$ cat config.mk
export PLATFORM = sky130hd
export DESIGN_NAME = dv_close_cal_ctrl_flat
export DESIGN_NICKNAME = d
export VERILOG_FILES = /design/src/rtl/dv_close_cal_ctrl_if.sv /design/src/rtl/dv_close_cal_ctrl.sv /design/src/flat_wrapper.sv
export SDC_FILE = /design/constraint.sdc
export NUM_CORES = 1
export LEC_CHECK = 0
export ABC_CLOCK_PERIOD_IN_PS = 3800
export CORE_ASPECT_RATIO = 1.1
export CORE_MARGIN = 2
export CORE_UTILIZATION = 30
export DETAILED_ROUTE_END_ITERATION = 12
export REMOVE_ABC_BUFFERS = 1
export SLEW_MARGIN = 40
export SYNTH_ARGS = -nofsm -noshare
export SYNTH_HDL_FRONTEND = slang
export SYNTH_SLANG_ARGS = --single-unit
$ cat constraint.sdc
create_clock -name clk -period 3.8 [get_ports clk]
set_input_delay 0.38 -clock clk [delete_from_list [all_inputs] [get_ports clk]]
set_output_delay 0.38 -clock clk [all_outputs]
set_load 0.005 [all_outputs]
$ cat src/rtl/dv_close_cal_ctrl_if.sv
// Host/feedback-side signal bundle of the diaphragm-valve closing-limit calibration sequencer.
// The master modport drives the stimulus; the slave modport is the sequencer itself.
interface dv_close_cal_ctrl_if;
    logic        sample_strb;
    logic        cal_start;
    logic        cal_abort;
    logic [59:0] sense;
    logic [5:0]  valve_cmd;
    logic [59:0] close_val;
    logic        strb_load;
    logic        cal_busy;
    logic        cal_done;
    logic [5:0]  cal_err;

    modport master (
        output sample_strb, cal_start, cal_abort, sense,
        input  valve_cmd, close_val, strb_load, cal_busy, cal_done, cal_err
    );

    modport slave (
        input  sample_strb, cal_start, cal_abort, sense,
        output valve_cmd, close_val, strb_load, cal_busy, cal_done, cal_err
    );
endinterface

$ cat src/rtl/dv_close_cal_ctrl.sv
// Closes each of six plungers in turn, averages its ADC sense count and stores it as its close limit (DV_CAL_MAX_CHECK_EN adds an upper-limit check).
// Latency: per plunger SETTLE_TICKS + 2^AVG_SHIFT sample strobes + 3 clks; strb_load pulses 2 clks after the last STORE.
// No backpressure: start is ignored while busy, abort returns to idle on the next clk.
module dv_close_cal_ctrl #(
    parameter logic [7:0] SETTLE_TICKS  = 8'd50,
    parameter int         AVG_SHIFT     = 2,
    parameter logic [9:0] MIN_CLOSE_CNT = 10'd50,
    parameter logic [9:0] MAX_CLOSE_CNT = 10'd1000,
    parameter logic [9:0] DEFAULT_CLOSE = 10'h100
) (
    input  logic               clk,
    input  logic               reset,
    dv_close_cal_ctrl_if.slave cal
);

    localparam int ACC_W = 13;
    localparam int NPLG  = 6;
    localparam logic [AVG_SHIFT:0] LAST_SAMP = (AVG_SHIFT+1)'((1 << AVG_SHIFT) - 1);

`ifdef DV_CAL_MAX_CHECK_EN
    localparam bit MAX_CHECK = 1'b1;
`else
    localparam bit MAX_CHECK = 1'b0;
`endif

    typedef enum logic [2:0] {IDLE, DRIVE, SETTLE, ACCUM, STORE, NEXT, LOAD} state_t;

    state_t             state;
    logic [2:0]         idx;
    logic [7:0]         settle_cnt;
    logic [AVG_SHIFT:0] samp_cnt;
    logic [ACC_W-1:0]   acc;
    logic [9:0]         sense_sel;
    logic [9:0]         avg;
    logic               avg_ok;

    always_comb begin
        sense_sel = cal.sense[10*idx +: 10];
        avg       = 10'(acc >> AVG_SHIFT);
        // Upper bound only participates when the max check is compiled in.
        avg_ok    = (avg >= MIN_CLOSE_CNT) && !(MAX_CHECK && (avg > MAX_CLOSE_CNT));
    end

    always_ff @(posedge clk or posedge reset) begin
        if (reset) begin
            state         <= IDLE;
            idx           <= 3'd0;
            settle_cnt    <= 8'd0;
            samp_cnt      <= '0;
            acc           <= '0;
            cal.valve_cmd <= 6'b0;
            cal.close_val <= {NPLG{DEFAULT_CLOSE}};
            cal.strb_load <= 1'b0;
            cal.cal_busy  <= 1'b0;
            cal.cal_done  <= 1'b0;
            cal.cal_err   <= 6'b0;
        end else begin
            cal.strb_load <= 1'b0;
            if (cal.cal_abort && state != IDLE) begin
                state         <= IDLE;
                cal.valve_cmd <= 6'b0;
                cal.cal_busy  <= 1'b0;
            end else begin
                case (state)
                    IDLE: begin
                        if (cal.cal_start && !cal.cal_abort) begin
                            idx          <= 3'd0;
                            cal.cal_done <= 1'b0;
                            cal.cal_err  <= 6'b0;
                            cal.cal_busy <= 1'b1;
                            state        <= DRIVE;
                        end
                    end
                    DRIVE: begin
                        cal.valve_cmd <= 6'b000001 << idx;
                        settle_cnt    <= 8'd0;
                        state         <= SETTLE;
                    end
                    SETTLE: begin
                        if (cal.sample_strb) begin
                            // The strobe that ends settling is not accumulated.
                            if (settle_cnt == SETTLE_TICKS - 8'd1) begin
                                acc      <= '0;
                                samp_cnt <= '0;
                                state    <= ACCUM;
                            end else begin
                                settle_cnt <= settle_cnt + 8'd1;
                            end
                        end
                    end
                    ACCUM: begin
                        if (cal.sample_strb) begin
                            acc <= acc + ACC_W'(sense_sel);
                            if (samp_cnt == LAST_SAMP) begin
                                state <= STORE;
                            end else begin
                                samp_cnt <= samp_cnt + (AVG_SHIFT+1)'(1);
                            end
                        end
                    end
                    STORE: begin
                        if (avg_ok) begin
                            cal.close_val[10*idx +: 10] <= avg;
                        end else begin
                            cal.cal_err[idx] <= 1'b1;
                        end
                        state <= NEXT;
                    end
                    NEXT: begin
                        cal.valve_cmd <= 6'b0;
                        if (idx == 3'd5) begin
                            state <= LOAD;
                        end else begin
                            idx   <= idx + 3'd1;
                            state <= DRIVE;
                        end
                    end
                    LOAD: begin
                        cal.strb_load <= 1'b1;
                        cal.cal_done  <= 1'b1;
                        cal.cal_busy  <= 1'b0;
                        state         <= IDLE;
                    end
                    default: state <= IDLE;
                endcase
            end
        end
    end

endmodule

$ cat src/flat_wrapper.sv
// flat-port wrapper written by rule: the top's interface ports become plain ports
module dv_close_cal_ctrl_flat 
#(
    parameter logic [7:0] SETTLE_TICKS  = 8'd50,
    parameter int         AVG_SHIFT     = 2,
    parameter logic [9:0] MIN_CLOSE_CNT = 10'd50,
    parameter logic [9:0] MAX_CLOSE_CNT = 10'd1000,
    parameter logic [9:0] DEFAULT_CLOSE = 10'h100
)
  (clk, reset, cal_sample_strb, cal_cal_start, cal_cal_abort, cal_sense, cal_valve_cmd, cal_close_val, cal_strb_load, cal_cal_busy, cal_cal_done, cal_cal_err);
  dv_close_cal_ctrl_if cal_i ();
  input  logic clk;
  input  logic reset;
  input wire logic [$bits(cal_i.sample_strb)-1:0] cal_sample_strb;
  input wire logic [$bits(cal_i.cal_start)-1:0] cal_cal_start;
  input wire logic [$bits(cal_i.cal_abort)-1:0] cal_cal_abort;
  input wire logic [$bits(cal_i.sense)-1:0] cal_sense;
  output wire logic [$bits(cal_i.valve_cmd)-1:0] cal_valve_cmd;
  output wire logic [$bits(cal_i.close_val)-1:0] cal_close_val;
  output wire logic [$bits(cal_i.strb_load)-1:0] cal_strb_load;
  output wire logic [$bits(cal_i.cal_busy)-1:0] cal_cal_busy;
  output wire logic [$bits(cal_i.cal_done)-1:0] cal_cal_done;
  output wire logic [$bits(cal_i.cal_err)-1:0] cal_cal_err;
  assign cal_i.sample_strb = cal_sample_strb;
  assign cal_i.cal_start = cal_cal_start;
  assign cal_i.cal_abort = cal_cal_abort;
  assign cal_i.sense = cal_sense;
  assign cal_valve_cmd = cal_i.valve_cmd;
  assign cal_close_val = cal_i.close_val;
  assign cal_strb_load = cal_i.strb_load;
  assign cal_cal_busy = cal_i.cal_busy;
  assign cal_cal_done = cal_i.cal_done;
  assign cal_cal_err = cal_i.cal_err;
  dv_close_cal_ctrl #(.SETTLE_TICKS(SETTLE_TICKS), .AVG_SHIFT(AVG_SHIFT), .MIN_CLOSE_CNT(MIN_CLOSE_CNT), .MAX_CLOSE_CNT(MAX_CLOSE_CNT), .DEFAULT_CLOSE(DEFAULT_CLOSE)) u_core (.clk(clk), .reset(reset), .cal(cal_i));
endmodule
==> impl_metrics.yaml <==
worst_setup_path:
  worstPathArrival_ps: 3750
  cp_max_fo: 40
  path_class: "flop to flop"
  crit_path_end_kind: "flop"
  required_ps: 4080
  crit_path_start_kind: "flop"
global_route:
  grt_pass1_wl_um: 32700
  grt_overflow_total: 0
  grt_pass1_vias: 5988
  grt_usage_pct: 17.4
  antenna_found_initial: 0
  grt_max_degree: 61
synth:
  yosysWarningCount: 0
  synthFlopType: "dfrtp_1"
  ys_types: 69
  ys_ff_latch: 104
  syn-cell-area_um2: 6700
  async_flop_share_pct: 100
  synth_edf_count: 0
  synth_common_cells: "dfrtp_1 (98), nor2_1 (87), nand2_1 (64)"
  yosysMostFrequentCell: "dfrtp_1"
  synth_top_area_share_pct: 36.6
  yosysTopAreaCell: "dfrtp_1"
  synth-seq-area-share_pct: 39.0
  ys_top_cells_by_area: "dfrtp_1 (37%), mux2_2 (9.1%), nor2_1 (4.9%), ha_1 (4.5%), a21oi_1 (3.6%)"
  netlist_instances: 728
  avgSynthCellArea_um2: 9.20
die:
  die_h_um: 161
  die_x_um: 146
  start_util_pct: 30.5
  design.core.area_um2: 22000
  die_area_um2: 23500
  num_rows: 57
  ios: 140
clock_network:
  cts_resized: 0
  path_clk_slew_ps: 70
  post-cts-setup-buffers: 0
  cts_tree: "done"
  cts_made_buffers: 9
  clk-insertion-delay-late_ps: 360
  cts_max_level: 3
  ctsHoldBuffers: 0
  ctsLongestPathBuffers: 2
  clockRootBuffer: "clkbuf_16"
  cts_sinks: 104
sta:
  finalSetupTns_ps: 0
  fin_hold_ws_ps: 444
  drv_slew: 0
  relSlewSlack_pct: 48.2
  hold_violations: 0
  final.min_clock_period_ps: 3470
  grt_setup_unrepaired: "no"
  clock_skew_ps: 9.03
  setup_viol: 0
  max_freq_mhz: 288
  period_share_pct: 91.4
  tightest_slew_ps: 769
detailed_routing:
  drtPass1Iterations: 5
  routed_via_density: 5.29
  antenna_left: 0
  finalWirelength_um: 20400
  first_iter_violations: 467
  routed-via-count: 6131
  wl_per_cell_um: 17.6
  drcViolationCount: 0
place:
  dp_cells: 1143
  io_buffer_count: 139
  dpl.hpwl_um: 15700
  place_area_um2: 8490
  place.gp.congestion: 0.920
run_status:
  status: "finished, final reports clean"
pwr:
  p_leak_nw: 3.71
  p_total_mw: 5.58
  peakVddDrop_v: 0.000289
  p_per_area_nw_per_um2: 633
finish:
  diodes: 0
  nNetsFinal: 949
  drive_gt1_share_pct: 13.7
  stdcell_count: 1159
  final_area_um2: 8820
  areaGrowthSynthToFinish_pct: 31.8
hold_path:
  hp-class: "input pin to asynchronous set/reset pin"
run:
  max_cap_violations: 0
[final timing paths]
kind	from	to	slack, ps	cells past startpoint
worst max-delay path	u_core.idx[0]	u_core.acc[10]	330	12
worst min-delay path	reset	u_core.cal.strb_load	440	2
worst max register to register	u_core.idx[0]	u_core.acc[10]	330	12
worst min register to register	u_core.cal.cal_done	u_core.cal.cal_done	480	1
max in group asynchronous	reset	u_core.cal.close_val[18]	2550	3
min in group clk	u_core.cal.cal_done	u_core.cal.cal_done	480	1
[power breakdown]
| group | total [mW] | leakage [nW] | switching, mW | internal (mW) |
|---|---|---|---|---|
| Combinational | 3.08 | 2.16 | 1.91 | 1.17 |
| Sequential | 1.43 | 1.40 | 0.190 | 1.24 |
| Clock | 1.07 | 0.156 | 0.427 | 0.645 |
| Total | 5.58 | 3.71 | 2.53 | 3.05 |
[sequential cells by signal (all words and copies together) (netlist names)]
register / cells
u_core.cal.close_val: 60
u_core.acc: 12
u_core.settle_cnt: 8
u_core.cal.cal_err: 6
u_core.cal.valve_cmd: 6
u_core.idx: 3
u_core.samp_cnt: 3
u_core.state: 3
u_core.cal.cal_busy: 1
u_core.cal.cal_done: 1
u_core.cal.strb_load: 1
[stage by stage]
step	worst slack (ps)	util [%]
after global placement	478	38.6
final	326	40.2
after global routing	44.9	40.2
after detailed placement	364	38.6
after floorplan	-1100	-
after CTS	354	40.2
[final cells by class]
class | count | area, µm²
Fill cell | 2297 | 13100
Multi-Input combinational cell | 562 | 3850
Sequential cell | 104 | 2610
Timing Repair Buffer | 162 | 1580
Tap cell | 295 | 369
Clock buffer | 11 | 233
Clock inverter | 5 | 105
Inverter | 20 | 77.6
[metal layers]
| layer | part of all wire, % | vias up | GRT usage [%] |
|---|---|---|---|
| met4 | 2.8 | 0 | 6.66 |
| met5 | 0 | - | 0 |
| li1 | - | 2926 | - |
| met2 | 48 | 212 | 28.5 |
| met1 | 45 | 2962 | 23.2 |
| met3 | 4.9 | 31 | 2.73 |
[cells in the final DEF (no fill, tap or decap), types with 8 or more instances in the layout]
master,n
dfrtp_1,97
o22ai_1,15
a21oi_1,48
xnor2_1,8
o21ai_0,38
nand3_1,18
mux2i_1,24
a22oi_1,10
clkbuf_16,9
inv_1,19
clkdlybuf4s50_1,139
nand2_1,64
nor2_1,87
ha_1,24
mux2_2,54
or3_1,10
buf_4,22
a21o_1,12
nor3_1,18
[kinds of logic (layout without fill, tap and decap cells)]
group / Yosys count / count (layout) / synth area share [%]
and+or+nand+nor: 247 / 247 / 17.5
AOI/OAI and AO/OA: 190 / 190 / 18.8
xor gates and xnor gates: 14 / 14 / 1.83
buffers and inverters: 62 / 198 / 3.72
DFF: 104 / 104 / 39.0
muxes: 86 / 86 / 14.4
adders and majority gates: 25 / 25 / 4.78
[worst max-delay path, cell delays in order, from the launching register on]
cell and delay (ps):
dfrtp_2 410, buf_4 460, nor2_1 230, a21oi_1 190, o221ai_1 150, ha_1 240
fa_1 420, a21o_1 190, a21oi_1 280, o211ai_1 190, a311oi_1 370, o21ai_0 120
a21oi_1 150
(Power assumes the default switching activity.)
